## config.mk

```make
export PLATFORM = sky130hd
export DESIGN_NAME = control_sequencer_flat
export DESIGN_NICKNAME = d
export VERILOG_FILES = /design/src/rtl/control_sequencer_pkg.sv /design/src/rtl/control_sequencer_if.sv /design/src/rtl/control_sequencer_reg_select_encode.sv /design/src/rtl/control_sequencer.sv /design/src/flat_wrapper.sv
export SDC_FILE = /design/constraint.sdc
export NUM_CORES = 1
export LEC_CHECK = 0
export CORE_MARGIN = 3
export CORE_UTILIZATION = 39
export CTS_CLUSTER_DIAMETER = 80
export DETAILED_ROUTE_END_ITERATION = 8
export DONT_BUFFER_PORTS = 1
export HOLD_SLACK_MARGIN = 0.1
export PLACE_DENSITY = 0.52
export SYNTH_ARGS = -nofsm -noshare
export SYNTH_HDL_FRONTEND = slang
export SYNTH_SLANG_ARGS = --single-unit
```

## constraint.sdc

```tcl
create_clock -name clock -period 3.8 [get_ports clock]
set_input_delay 0.38 -clock clock [delete_from_list [all_inputs] [get_ports clock]]
set_output_delay 0.38 -clock clock [all_outputs]
set_load 0.05 [all_outputs]
```

## src/rtl/control_sequencer_pkg.sv

```systemverilog
// Shared definitions for the hardwired control sequencer: IR layout, opcodes,
// step-state encoding and the opcode-to-ALU-operation mapping.
package control_sequencer_pkg;

    localparam int NREGS       = 16;
    localparam int OPW         = 5;
    localparam int REG_FIELD_W = 4;

    localparam int IR_OPC_LSB = 27;
    localparam int IR_RA_LSB  = 23;
    localparam int IR_RB_LSB  = 19;
    localparam int IR_RC_LSB  = 15;

    localparam logic [OPW-1:0] OPC_ADD  = 5'b00011;
    localparam logic [OPW-1:0] OPC_SUB  = 5'b00100;
    localparam logic [OPW-1:0] OPC_AND  = 5'b00101;
    localparam logic [OPW-1:0] OPC_OR   = 5'b00110;
    localparam logic [OPW-1:0] OPC_SHR  = 5'b00111;
    localparam logic [OPW-1:0] OPC_SHL  = 5'b01000;
    localparam logic [OPW-1:0] OPC_MUL  = 5'b01111;
    localparam logic [OPW-1:0] OPC_DIV  = 5'b10000;
    localparam logic [OPW-1:0] OPC_NEG  = 5'b10001;
    localparam logic [OPW-1:0] OPC_NOT  = 5'b10010;
    localparam logic [OPW-1:0] OPC_NOP  = 5'b11010;
    localparam logic [OPW-1:0] OPC_HALT = 5'b11011;

    // The datapath ALU uses a different code for NOT than the instruction set.
    localparam logic [OPW-1:0] ALU_NOT = 5'b00010;

    typedef enum logic [8:0] {
        S_RST = 9'b0_0000_0001,
        T0    = 9'b0_0000_0010,
        T1    = 9'b0_0000_0100,
        T2    = 9'b0_0000_1000,
        T3    = 9'b0_0001_0000,
        T4    = 9'b0_0010_0000,
        T5    = 9'b0_0100_0000,
        T6    = 9'b0_1000_0000,
        HALT  = 9'b1_0000_0000
    } state_t;

    typedef enum logic [2:0] {
        CLS_RFMT,
        CLS_UNARY,
        CLS_MULDIV,
        CLS_NOP,
        CLS_HALT,
        CLS_ILLEGAL
    } ins_class_t;

    function automatic ins_class_t decode_class(input logic [OPW-1:0] opc);
        case (opc)
            OPC_ADD, OPC_SUB, OPC_AND, OPC_OR, OPC_SHR, OPC_SHL: return CLS_RFMT;
            OPC_NEG, OPC_NOT: return CLS_UNARY;
            OPC_MUL, OPC_DIV: return CLS_MULDIV;
            OPC_NOP:          return CLS_NOP;
            OPC_HALT:         return CLS_HALT;
            default:          return CLS_ILLEGAL;
        endcase
    endfunction

    function automatic logic [OPW-1:0] alu_op(input logic [OPW-1:0] opc);
        if (opc == OPC_NOT) return ALU_NOT;
        return opc;
    endfunction

endpackage

```

## src/rtl/control_sequencer_if.sv

```systemverilog
// Control-strobe bundle between the sequencer (master) and the datapath (slave).
interface control_sequencer_if;
    import control_sequencer_pkg::*;

    logic [31:0]      ir;
    logic             stop;
    logic [NREGS-1:0] rin;
    logic [NREGS-1:0] rout;
    logic             pc_in;
    logic             pc_out;
    logic             ir_in;
    logic             mar_in;
    logic             mdr_in;
    logic             mdr_out;
    logic             read;
    logic             inc_pc;
    logic             y_in;
    logic             z_high_in;
    logic             z_low_in;
    logic             z_high_out;
    logic             z_low_out;
    logic             hi_in;
    logic             lo_in;
    logic [OPW-1:0]   op;
    logic             run;
    logic             illegal;

    modport master (
        input  ir, stop,
        output rin, rout, pc_in, pc_out, ir_in, mar_in, mdr_in, mdr_out, read, inc_pc,
               y_in, z_high_in, z_low_in, z_high_out, z_low_out, hi_in, lo_in, op, run, illegal
    );

    modport slave (
        output ir, stop,
        input  rin, rout, pc_in, pc_out, ir_in, mar_in, mdr_in, mdr_out, read, inc_pc,
               y_in, z_high_in, z_low_in, z_high_out, z_low_out, hi_in, lo_in, op, run, illegal
    );

endinterface

```

## src/rtl/control_sequencer_reg_select_encode.sv

```systemverilog
// Picks the Ra/Rb/Rc field of IR and turns it into one-hot register
// write-enable and bus-drive vectors. Purely combinational.
module control_sequencer_reg_select_encode
    import control_sequencer_pkg::*;
(
    input  logic [31:0]      ir,
    input  logic             gra,
    input  logic             grb,
    input  logic             grc,
    input  logic             rin_en,
    input  logic             rout_en,
    output logic [NREGS-1:0] rin,
    output logic [NREGS-1:0] rout
);

    logic [REG_FIELD_W-1:0] field;
    logic [NREGS-1:0]       onehot;
    logic                   unused_ir;

    assign unused_ir = ^{ir[31:27], ir[14:0]};

    always_comb begin
        field  = '0;
        onehot = '0;
        if (gra) begin
            field = ir[IR_RA_LSB +: REG_FIELD_W];
        end else if (grb) begin
            field = ir[IR_RB_LSB +: REG_FIELD_W];
        end else if (grc) begin
            field = ir[IR_RC_LSB +: REG_FIELD_W];
        end
        // No field selected means no register touches the bus at all.
        if (gra || grb || grc) begin
            onehot[field] = 1'b1;
        end
    end

    assign rin  = rin_en  ? onehot : '0;
    assign rout = rout_en ? onehot : '0;

endmodule

```

## src/rtl/control_sequencer.sv

```systemverilog
// Hardwired step sequencer: fetch in T0-T2, then opcode-driven execute steps.
// All strobes are Moore outputs decoded from the one-hot step state and IR.
module control_sequencer
    import control_sequencer_pkg::*;
(
    input  logic                clock,
    input  logic                clear,
    control_sequencer_if.master bus
);

    state_t     state;
    state_t     state_next;
    state_t     last_next;
    ins_class_t cls;
    logic [OPW-1:0] opc;
    logic       gra;
    logic       grb;
    logic       grc;
    logic       rin_en;
    logic       rout_en;

    assign opc       = bus.ir[IR_OPC_LSB +: OPW];
    assign cls       = decode_class(opc);
    assign last_next = bus.stop ? HALT : T0;
    assign bus.run   = (state != S_RST) && (state != HALT);

    always_ff @(posedge clock or negedge clear) begin
        if (!clear) begin
            state <= S_RST;
        end else begin
            state <= state_next;
        end
    end

    always_comb begin
        state_next     = state;
        bus.pc_in      = 1'b0;
        bus.pc_out     = 1'b0;
        bus.ir_in      = 1'b0;
        bus.mar_in     = 1'b0;
        bus.mdr_in     = 1'b0;
        bus.mdr_out    = 1'b0;
        bus.read       = 1'b0;
        bus.inc_pc     = 1'b0;
        bus.y_in       = 1'b0;
        bus.z_high_in  = 1'b0;
        bus.z_low_in   = 1'b0;
        bus.z_high_out = 1'b0;
        bus.z_low_out  = 1'b0;
        bus.hi_in      = 1'b0;
        bus.lo_in      = 1'b0;
        bus.op         = '0;
        bus.illegal    = 1'b0;
        gra            = 1'b0;
        grb            = 1'b0;
        grc            = 1'b0;
        rin_en         = 1'b0;
        rout_en        = 1'b0;

        case (state)
            S_RST: state_next = T0;
            T0: begin
                bus.pc_out = 1'b1;
                bus.mar_in = 1'b1;
                bus.inc_pc = 1'b1;
                state_next = T1;
            end
            T1: begin
                bus.pc_in  = 1'b1;
                bus.read   = 1'b1;
                bus.mdr_in = 1'b1;
                state_next = T2;
            end
            T2: begin
                bus.mdr_out = 1'b1;
                bus.ir_in   = 1'b1;
                state_next  = (cls == CLS_NOP) ? last_next : T3;
            end
            T3: begin
                case (cls)
                    CLS_RFMT: begin
                        grb = 1'b1; rout_en = 1'b1; bus.y_in = 1'b1;
                        state_next = T4;
                    end
                    CLS_UNARY: begin
                        grb = 1'b1; rout_en = 1'b1;
                        bus.op = alu_op(opc); bus.z_low_in = 1'b1;
                        state_next = T4;
                    end
                    CLS_MULDIV: begin
                        gra = 1'b1; rout_en = 1'b1; bus.y_in = 1'b1;
                        state_next = T4;
                    end
                    CLS_HALT:    state_next = HALT;
                    CLS_ILLEGAL: begin
                        bus.illegal = 1'b1;
                        state_next  = last_next;
                    end
                    default:     state_next = last_next;
                endcase
            end
            T4: begin
                case (cls)
                    CLS_RFMT: begin
                        grc = 1'b1; rout_en = 1'b1;
                        bus.op = alu_op(opc); bus.z_low_in = 1'b1;
                        state_next = T5;
                    end
                    CLS_UNARY: begin
                        bus.z_low_out = 1'b1; gra = 1'b1; rin_en = 1'b1;
                        state_next = last_next;
                    end
                    CLS_MULDIV: begin
                        grb = 1'b1; rout_en = 1'b1; bus.op = alu_op(opc);
                        bus.z_high_in = 1'b1; bus.z_low_in = 1'b1;
                        state_next = T5;
                    end
                    default: state_next = T0;
                endcase
            end
            T5: begin
                case (cls)
                    CLS_RFMT: begin
                        bus.z_low_out = 1'b1; gra = 1'b1; rin_en = 1'b1;
                        state_next = last_next;
                    end
                    CLS_MULDIV: begin
                        bus.z_low_out = 1'b1; bus.lo_in = 1'b1;
                        state_next = T6;
                    end
                    default: state_next = T0;
                endcase
            end
            T6: begin
                bus.z_high_out = 1'b1;
                bus.hi_in      = 1'b1;
                state_next     = last_next;
            end
            HALT:    state_next = HALT;
            default: state_next = S_RST;
        endcase
    end

    control_sequencer_reg_select_encode u_reg_select (
        .ir      (bus.ir),
        .gra     (gra),
        .grb     (grb),
        .grc     (grc),
        .rin_en  (rin_en),
        .rout_en (rout_en),
        .rin     (bus.rin),
        .rout    (bus.rout)
    );

endmodule

```

## src/flat_wrapper.sv

```systemverilog
// flat-port wrapper written by rule: the top's interface ports become plain ports
module control_sequencer_flat import control_sequencer_pkg::*;
  (clock, clear, bus_ir, bus_stop, bus_rin, bus_rout, bus_pc_in, bus_pc_out, bus_ir_in, bus_mar_in, bus_mdr_in, bus_mdr_out, bus_read, bus_inc_pc, bus_y_in, bus_z_high_in, bus_z_low_in, bus_z_high_out, bus_z_low_out, bus_hi_in, bus_lo_in, bus_op, bus_run, bus_illegal);
  control_sequencer_if bus_i ();
  input  logic clock;
  input  logic clear;
  input wire logic [$bits(bus_i.ir)-1:0] bus_ir;
  input wire logic [$bits(bus_i.stop)-1:0] bus_stop;
  output wire logic [$bits(bus_i.rin)-1:0] bus_rin;
  output wire logic [$bits(bus_i.rout)-1:0] bus_rout;
  output wire logic [$bits(bus_i.pc_in)-1:0] bus_pc_in;
  output wire logic [$bits(bus_i.pc_out)-1:0] bus_pc_out;
  output wire logic [$bits(bus_i.ir_in)-1:0] bus_ir_in;
  output wire logic [$bits(bus_i.mar_in)-1:0] bus_mar_in;
  output wire logic [$bits(bus_i.mdr_in)-1:0] bus_mdr_in;
  output wire logic [$bits(bus_i.mdr_out)-1:0] bus_mdr_out;
  output wire logic [$bits(bus_i.read)-1:0] bus_read;
  output wire logic [$bits(bus_i.inc_pc)-1:0] bus_inc_pc;
  output wire logic [$bits(bus_i.y_in)-1:0] bus_y_in;
  output wire logic [$bits(bus_i.z_high_in)-1:0] bus_z_high_in;
  output wire logic [$bits(bus_i.z_low_in)-1:0] bus_z_low_in;
  output wire logic [$bits(bus_i.z_high_out)-1:0] bus_z_high_out;
  output wire logic [$bits(bus_i.z_low_out)-1:0] bus_z_low_out;
  output wire logic [$bits(bus_i.hi_in)-1:0] bus_hi_in;
  output wire logic [$bits(bus_i.lo_in)-1:0] bus_lo_in;
  output wire logic [$bits(bus_i.op)-1:0] bus_op;
  output wire logic [$bits(bus_i.run)-1:0] bus_run;
  output wire logic [$bits(bus_i.illegal)-1:0] bus_illegal;
  assign bus_i.ir = bus_ir;
  assign bus_i.stop = bus_stop;
  assign bus_rin = bus_i.rin;
  assign bus_rout = bus_i.rout;
  assign bus_pc_in = bus_i.pc_in;
  assign bus_pc_out = bus_i.pc_out;
  assign bus_ir_in = bus_i.ir_in;
  assign bus_mar_in = bus_i.mar_in;
  assign bus_mdr_in = bus_i.mdr_in;
  assign bus_mdr_out = bus_i.mdr_out;
  assign bus_read = bus_i.read;
  assign bus_inc_pc = bus_i.inc_pc;
  assign bus_y_in = bus_i.y_in;
  assign bus_z_high_in = bus_i.z_high_in;
  assign bus_z_low_in = bus_i.z_low_in;
  assign bus_z_high_out = bus_i.z_high_out;
  assign bus_z_low_out = bus_i.z_low_out;
  assign bus_hi_in = bus_i.hi_in;
  assign bus_lo_in = bus_i.lo_in;
  assign bus_op = bus_i.op;
  assign bus_run = bus_i.run;
  assign bus_illegal = bus_i.illegal;
  control_sequencer u_core (.clock(clock), .clear(clear), .bus(bus_i));
endmodule
```

==> results.tsv, run 1 <==
metric	value	unit
drt_iter0_markers	135	
switchingPower	266	uW
synth_nets	235	
period_minus_slack	3.50	ns
antenna_found_initial	0	
wirelength	4.53	mm
tightest_slew	1.11	ns
cts_tree	built	
fin_nets	266	
power_density	261	nW/um2
wl_per_cell	16.4	um
place_area	1830	um2
path_clk_slew	0.06	ns
met2_usage	33.5	%
top_usage_layer	met2	
cts_buffers	3	
final_cell_count_no_fill	276	
grt_max_degree	17	
ys_warn_count	0	
die_h	66.3	um
min_period_over_period	92.1	%
syn_area	1420	um2
yosys.area.top_type	dfrtp_1	
place.gp.congestion	0.806	
final.setup.tns	0	ns
grt_usage	20.8	%
synthCells	200	
relSlewSlack	25.5	%
place_inst	271	
grt_pass1_wl	7.38	mm
power_frac_clock	15.2	%
fin_area	1880	um2
met3_usage	4.59	%
yosysMostFrequentCell	nor3_1	
cts_buffer_depth	2	
clkSinkCount	9	
seqPwrFrac	29.4	%
synth_cell_types	58	
start_kind	flop	
core	3420	um2
synth_edf_count	0	
combPwrFrac	55.4	%
initial_core_util	41.5	%
p_sw_share	54.1	%
synth-seq-cells	9	
synthFlopType	dfrtp_1	
critPathKind	flop to primary output	
crit_fanout	7	
num_vias	1706	
synthArstFlopShare	100	%
drc	0	
fin_worst_skew	0.00339	ns
finalHoldViolations	0	
grt_pass1_vias	1616	
drv_slew	0	
yosysSeqAreaShare	16.0	%
fmax	286	MHz
static-leakage-power	0.749	nW
die_x	66.3	um
largest_reg_flops	9	
ioPinCount	89	
ys_top_cells_by_area	dfrtp_1 14%, nor3_1 9.2%, nor2_1 6.6%	
p_int	225	uW
antenna_violating_nets_post_route	0	
required	3.42	ns
drt_first_pass_iters	4	
num_rows	21	
h-tree-depth	1	
syn-mean-instance-area	7.08	um2
syn_to_final_growth	32.8	%
rsz0062_at_grt	false	
synthDominantCellAreaShare	14.1	%
grt-ovfl-total	0	
worst_setup_path_end_kind	primary output	
synth_commonest_cells	26 x nor3_1, 25 x nor2_1, 14 x nand2_1	
power	491	uW
min_path_type	primary input to flop	
grt_use_met1	28.4	%
top_register	u_core.state	
viasPerCell	6.18	
drive_gt1_share	31.3	%
reg.largest.list	u_core.state (9)	
worstSkewPairLatency	0.26	ns
maxCapViolCount	0	
root_buffer	clkbuf_4	
dp_hpwl	3.57	mm
worst_ir_drop_vdd	0.142	mV
n_antenna_cell	0	
die-area	4390	um2
setup_violations	0	
portBuffers	0	
run_status	completed	
cp.arrival	3.12	ns
## routing by layer
layer | wire length [um] | up-vias
met5 | 0 | -
li1 | - | 842
met3 | 292 | 4
met1 | 2010 | 794
met2 | 2190 | 66
met4 | 31 | 0
## power groups by stage
stage	logic, mW	clock network [mW]	registers (mW)
finish	0.272	0.0748	0.144
global route	0.290	0.0864	0.148
CTS	0.270	0.0778	0.144
detailed placement	0.266	0	0.145
global placement	0.261	0	0.144
floorplan	0.241	0	0.138
## worst paths after layout
path | start | end | slack, ns | depth (start not counted)
max in group asynchronous | clear | u_core.state[0]$_DFF_PN1_ | 2.98 | 1
max reg2reg | u_core.state[8]$_DFF_PN0_ | u_core.state[8]$_DFF_PN0_ | 1.37 | 8
min reg2reg | u_core.state[2]$_DFF_PN0_ | u_core.state[3]$_DFF_PN0_ | 0.63 | 1
min | bus_ir[31] | u_core.state[4]$_DFF_PN0_ | 0.20 | 1
max | u_core.state[8]$_DFF_PN0_ | bus_rout[9] | 0.30 | 9
min in group asynchronous | clear | u_core.state[7]$_DFF_PN0_ | 0.49 | 1
## logic make-up after synthesis
| family | count (synthesis) | share of synthesized area (%) |
|---|---|---|
| AOI/OAI and AO/OA | 50 | 25.6 |
| xor gates and xnor gates | 3 | 1.86 |
| adders and majority gates | 1 | 0.707 |
| buffers and inverters | 19 | 6.89 |
| DFF | 9 | 16.0 |
| and+or+nand+nor | 118 | 48.9 |
## final cells by class
cell class                 instances  area (um2)
inverter                           4        15.0
timing repair buffer              41         364
clock buffer                       4        26.3
fill                             335        1540
multi-input combinational        172        1190
sequential                         9         226
tap                               46        57.6
## cell usage in the layout, fill, tap and decap left out, types with 3 or more instances in the layout
master,netlist,final
nor3_1,26,23
a31oi_1,3,3
nand4_1,3,3
buf_4,6,35
o21ai_0,5,3
buf_12,0,4
nor3_2,0,3
nor4_2,2,9
clkbuf_4,0,3
and3_1,4,3
nor2_1,25,23
dfrtp_1,8,8
nand3b_1,3,3
a21oi_1,10,9
a22o_1,3,3
and4_1,4,4
nand2_1,14,14
inv_1,4,4
nor2b_1,5,5
and2_1,4,4
a211oi_1,3,3
o21ai_1,4,5
## per-stage QoR
step	utilization (%)	worst slack (ns)	hold slack (ns)
final	55.1	0.299	0.204
after detailed placement	53.6	0.373	0.0847
after CTS	54.7	0.207	0.195
after floorplan	-	-0.353	0.0844
after global placement	53.6	0.389	0.0846
after global routing	55.1	0.00716	0.181
## worst max-delay path, cell delays in order (launching register included)
cell and delay (ns):
dfrtp_1 0.44, nor4_2 0.43, buf_4 0.22, nand4b_1 0.14
nor2_1 0.36, a31o_1 0.18, a211o_1 0.17, nand4_1 0.33
nor4_2 0.36, buf_4 0.25
## repair_timing
item / in CTS / in global routing
buffers inserted: 0 / 0
setup endpoints to repair: 0 / 20
hold buffers: 1 / 0
resized for setup: 0 / 3
hold endpoints to repair: 9 / 0
Power figures use the tool's default switching activity.
==> inputs of run 2 (changes only) <==
Settings changed: CAP_MARGIN set to 20, CORE_MARGIN 3 to 10.
==> run 2 against run 1 <==
  * Clock skew grew 0.0065 ns
  * Cell count up 0.36%
  * Wire length is 14% higher
  * Power is 1.1% higher
  * Worst setup slack got worse by 0.038 ns
  * Final area grew 3.3%
  * Fmax down 1.1%
  * Die area grew 47%
  * Clock-buffer cell count is the same
  * First-iteration DRC count down 11%
  * Global-route usage is 5.7 points lower
  * Critical endpoint is now bus_rout[1]
==> results.tsv, run 2 (same netlist as run 1, synthesis figures left out) <==
metric	value	unit	change
place.gp.congestion	0.836		was 0.806
antenna_violating_nets_post_route	0		unchanged
reg2reg_setup_slack	1.24	ns	was 1.37 ns
start_kind	flop		unchanged
relSlewSlack	36.6	%	was 25.5%
layout_setup_ws	0.260	ns	was 0.299 ns
timing.rr.end	u_core.state[8]$_DFF_PN0_		unchanged
rsz0062_at_grt	false		unchanged
root_buffer	clkbuf_4		unchanged
crit_path_start	u_core.state[8]$_DFF_PN0_		unchanged
drive_gt1_share	35.5	%	was 31.3%
grt_pass1_vias	1660		was 1616
wirelength	5.17	mm	was 4.53 mm
worst_ir_drop_vdd	0.192	mV	was 0.142 mV
worstSkewPairLatency	0.27	ns	was 0.26 ns
cts_buffers	3		unchanged
min_path_type	primary input to flop		unchanged
grt-ovfl-total	0		unchanged
cts_buffer_depth	2		unchanged
tightest_slew	0.947	ns	was 1.11 ns
n_antenna_cell	0		unchanged
top_register	u_core.state		unchanged
power_density	256	nW/um2	was 261 nW/um2
portBuffers	0		unchanged
clkSinkCount	9		unchanged
num_vias	1702		was 1706
fin_area	1940	um2	was 1880 um2
antenna_found_initial	0		unchanged
path_clk_slew	0.07	ns	was 0.06 ns
viasPerCell	6.14		was 6.18
largest_reg_flops	9		unchanged
die-area	6440	um2	was 4390 um2
reg.largest.list	u_core.state (9)		unchanged
cts_setup_buffers	0		unchanged
num_rows	21		unchanged
fill_cells	319		was 335
final_core_util	56.8	%	was 55.1%
run_status	completed		unchanged
finalHoldViolations	0		unchanged
h-tree-depth	1		unchanged
core	3420	um2	unchanged
cts_tree	built		unchanged
setup.worst_path.end	bus_rout[1]		was bus_rout[9]
dp_hpwl	4.19	mm	was 3.57 mm
place_area	1880	um2	was 1830 um2
grt_pass1_wl	8.07	mm	was 7.38 mm
final_cell_mix	36 x buf_4, 23 x nor2_1, 14 x nand2_1, 14 x nor3_1, 12 x nor3_2		was 35 x buf_4, 23 x nor2_1, 23 x nor3_1
fin_worst_skew	0.00985	ns	was 0.00339 ns
grt_usage	15.0	%	was 20.8%
drt_first_pass_iters	4		unchanged
crit_fanout	8		was 7
die_h	80.3	um	was 66.3 um
syn_to_final_growth	37.1	%	was 32.8%
ff2ff_path_depth	8		unchanged
wl_per_cell	18.7	um	was 16.4 um
critPathKind	flop to primary output		unchanged
drv_slew	0		unchanged
required	3.42	ns	about the same
final.setup.tns	0	ns	unchanged
maxUsedRoutingLayer	met4		unchanged
static-leakage-power	0.756	nW	was 0.749 nW
r2r_start	u_core.state[8]$_DFF_PN0_		unchanged
fin_nets	267		was 266
drt_iter0_markers	120		was 135
period_minus_slack	3.54	ns	was 3.50 ns
min_period_over_period	93.2	%	was 92.1%
preCtsSetupSlack	0.367	ns	was 0.373 ns
wl_met3	480	um	was 292 um
dr_wl_met2	2.62	mm	was 2.19 mm
worst_setup_path_end_kind	primary output		unchanged
die_x	80.3	um	was 66.3 um
setup_violations	0		unchanged
ioPinCount	89		unchanged
m1WireLength	2.04	mm	was 2.01 mm
maxCapViolCount	0		unchanged
grt_max_degree	17		unchanged
initial_core_util	41.5	%	unchanged
drc	0		unchanged
final_common_cell	buf_4		unchanged
fmax	282	MHz	was 286 MHz
cp.arrival	3.16	ns	was 3.12 ns
## run 2: cell types whose count changed in the layout (fill, tap and decap cells not counted)
cell	change
buf_4	+1
nor4_4	+1
nor3_2	+9
nor3_1	-9
nor4_2	-1
## run 2: area by class of cell
type | instances | area (um2) | share of cell area (%)
multi-input cells | 172 | 1240 | 64.1
well taps | 46 | 57.6 | 2.96
clock buffers | 4 | 26.3 | 1.35
flip-flops and latches | 9 | 226 | 11.7
repair buffers | 42 | 372 | 19.1
inverters | 4 | 15.0 | 0.773
## run 2: stage by stage
stage	power [mW]	hold slack, ns	instances
after CTS	0.490	0.201	277
after detailed placement	0.410	0.0849	272
after global placement	0.406	0.0847	272
after global routing	0.531	0.198	277
after floorplan	0.380	0.0844	200
final	0.497	0.200	277
## run 2: routing by layer
layer  track usage, %  vias up
li1                 -      833
met1             18.3      801
met2             25.3       66
met3             5.46        2
met4             1.76        0
met5                0        -
## run 2: worst min-delay path by stage
stage | depth (start not counted) | endpoint | startpoint
floorplan | 0 | u_core.state[1]$_DFF_PN0_ | clear
global placement | 0 | u_core.state[3]$_DFF_PN0_ | clear
detailed placement | 0 | u_core.state[3]$_DFF_PN0_ | clear
CTS | 1 | u_core.state[4]$_DFF_PN0_ | bus_ir[31]
global route | 1 | u_core.state[4]$_DFF_PN0_ | bus_ir[31]
finish | 1 | u_core.state[4]$_DFF_PN0_ | bus_ir[31]
## run 2: worst max-delay path, stage by stage, from the launching register on
cell and delay [ns]:
dfrtp_1 0.45, nor4_4 0.43, and4b_1 0.31, o41ai_2 0.17, inv_1 0.16, and4_1 0.25, nor4_4 0.06, o211ai_1 0.73
nor3_1 0.11, buf_4 0.23
## run 2: repair_timing
item                                    4_1_cts  5_1_grt
hold buffers                                  1        0
endpoints found under the setup margin        0       25
endpoints found under the hold margin         9        0
resized for setup                             0        4
## run 2: power by group
part / internal, mW / switching, mW / total (mW)
Clock: 0.0405 / 0.0346 / 0.0750
Combinational: 0.0702 / 0.202 / 0.272
Sequential: 0.118 / 0.0309 / 0.149
==> inputs of run 3 (changes only) <==
Settings changed: SETUP_SLACK_MARGIN set to 0.1.
==> run 3 against run 2 <==
  * Sequential share of layout area is 0.85 points lower
  * Register-to-register slack improved by 0.03 ns
  * Critical endpoint is now bus_rout[13]
  * Flip-flop and latch count is the same
  * Clock power about the same
  * Critical path depth unchanged
  * Wire length about the same
  * Utilization rose by 4.5 points
  * Die area unchanged
  * Sequential power decreased by 3%
  * Global-route usage up 0.12 points
  * Power fell by 0.36%
==> results.tsv, run 3 (same netlist as run 1, synthesis figures left out) <==
metric	value	unit	change
period_minus_slack	3.47	ns	was 3.54 ns
power	495	uW	was 497 uW
combPwrFrac	55.7	%	was 54.9%
fin_area	2090	um2	was 1940 um2
top_register	u_core.state		unchanged
portBuffers	0		unchanged
place_area	1980	um2	was 1880 um2
switchingPower	269	uW	was 268 uW
timing.rr.end	u_core.state[8]$_DFF_PN0_		unchanged
num_rows	21		unchanged
worst_hold_slack	0.204	ns	was 0.200 ns
wl_per_cell	18.5	um	was 18.7 um
maxCapViolCount	0		unchanged
h-tree-depth	1		unchanged
setup_violations	0		unchanged
preCtsSetupSlack	0.253	ns	was 0.367 ns
drt_iter0_markers	109		was 120
grt_pass1_vias	1615		was 1660
crit_fanout	13		was 8
wirelength	5.17	mm	about the same
clkSinkCount	9		unchanged
required	3.42	ns	about the same
fin_worst_skew	0.00489	ns	was 0.00985 ns
setup.worst_path.end	bus_rout[13]		was bus_rout[1]
seqPwrFrac	29.2	%	was 30.0%
static-leakage-power	0.813	nW	was 0.756 nW
die_h	80.3	um	unchanged
initial_core_util	41.5	%	unchanged
relSlewSlack	37.1	%	was 36.6%
power_density	236	nW/um2	was 256 nW/um2
p_sw_share	54.3	%	was 53.9%
worst_ir_drop_vdd	0.167	mV	was 0.192 mV
grt_usage	15.2	%	was 15.0%
cp.arrival	3.09	ns	was 3.16 ns
dp_hpwl	4.16	mm	was 4.19 mm
min-delay-start	bus_ir[31]		unchanged
die_x	80.3	um	unchanged
antenna_violating_nets_post_route	0		unchanged
path_clk_slew	0.06	ns	was 0.07 ns
drt_first_pass_iters	4		unchanged
run_status	completed		unchanged
num_vias	1706		was 1702
r2r_start	u_core.state[8]$_DFF_PN0_		unchanged
root_buffer	clkbuf_4		unchanged
power_frac_clock	15.2	%	was 15.1%
final_cell_mix	36 x buf_4, 22 x nor2_1, 18 x nor3_2		was 36 x buf_4, 23 x nor2_1, 14 x nand2_1, 14 x nor3_1, 12 x nor3_2
cts_buffers	3		unchanged
reg.largest.list	u_core.state (9)		unchanged
grt-ovfl-total	0		unchanged
final_common_cell	buf_4		unchanged
place.gp.congestion	0.902		was 0.836
ioPinCount	89		unchanged
finalHoldViolations	0		unchanged
p_int	226	uW	was 229 uW
viasPerCell	6.09		was 6.14
syn_to_final_growth	47.9	%	was 37.1%
antenna_found_initial	0		unchanged
worstSkewPairLatency	0.26	ns	was 0.27 ns
n_antenna_cell	0		unchanged
core	3420	um2	unchanged
drc	0		unchanged
start_kind	flop		unchanged
critPathKind	flop to primary output		unchanged
die-area	6440	um2	unchanged
fmax	288	MHz	was 282 MHz
layout_setup_ws	0.325	ns	was 0.260 ns
drive_gt1_share	40.2	%	was 35.5%
fin_nets	270		was 267
min_period_over_period	91.4	%	was 93.2%
crit_path_start	u_core.state[8]$_DFF_PN0_		unchanged
ff2ff_path_depth	8		unchanged
min_path_type	primary input to flop		unchanged
worst_setup_path_end_kind	primary output		unchanged
reg2reg_setup_slack	1.27	ns	was 1.24 ns
cts_buffer_depth	2		unchanged
grt_max_degree	17		unchanged
drv_slew	0		unchanged
cts_tree	built		unchanged
final.setup.tns	0	ns	unchanged
largest_reg_flops	9		unchanged
tightest_slew	0.942	ns	was 0.947 ns
rsz0062_at_grt	true		was false
grt_pass1_wl	8.31	mm	was 8.07 mm
run 3: cell count changes in the layout (fill, tap and decap cells not counted), moves of 2 or more:
cell and delta:
nor3_1 -6, nor3_2 +6, buf_12 +4, nor4_2 -2, nor4_4 +2, o21ai_1 -2
run 3: power by group through the flow:
stage / clock network (mW) / logic (mW) / registers, mW
2_1_floorplan: 0 / 0.244 / 0.138
3_3_place_gp: 0 / 0.265 / 0.144
3_5_place_dp: 0 / 0.270 / 0.146
4_1_cts: 0.0761 / 0.274 / 0.145
5_1_grt: 0.0834 / 0.295 / 0.148
6_report: 0.0750 / 0.275 / 0.144
run 3: worst min-delay path by stage:
stage	endpoint	slack, ns	cells after the start
finish	u_core.state[4]$_DFF_PN0_	0.20	1
detailed placement	u_core.state[2]$_DFF_PN0_	0.08	0
floorplan	u_core.state[1]$_DFF_PN0_	0.08	0
global route	u_core.state[4]$_DFF_PN0_	0.20	1
global placement	u_core.state[3]$_DFF_PN0_	0.08	0
CTS	u_core.state[4]$_DFF_PN0_	0.21	1
run 3: worst max-delay path, cell delays in order (launching register included):
cell and delay [ns]:
dfrtp_1 0.42, nor4_2 0.29, buf_4 0.19, nand4_1 0.28, o21ai_4 0.52, nor2_1 0.10
buf_4 0.23, a2111oi_2 0.34, and4bb_1 0.32, buf_12 0.15
run 3: final cells by class:
cell class | instances | area, um2
fillers | 322 | 1320
well taps | 46 | 57.6
flip-flops and latches | 9 | 226
repair buffers | 45 | 440
inverters | 4 | 15.0
multi-input cells | 172 | 1330
clock buffers | 4 | 26.3
run 3: through the flow:
stage               util [%]  instances
floorplan                  -        200
global placement        58.1        271
detailed placement      58.1        271
CTS                     59.1        276
global route            61.3        280
finish                  61.3        280
run 3: per-layer routing:
metal | GRT usage (%) | vias to the layer above | share of wire (%)
met5 | 0 | - | 0
met4 | 2.64 | 0 | 0.62
met3 | 4.34 | 2 | 8.8
met2 | 24.0 | 67 | 47
met1 | 20.0 | 797 | 43
li1 | - | 840 | -
run 3: what timing repair did:
item | in CTS | in global routing
setup buffers | 0 | 4
setup endpoints to repair | 0 | 23
gates resized for setup | 0 | 6
hold buffers | 1 | 0
endpoints found under the hold margin | 9 | 0
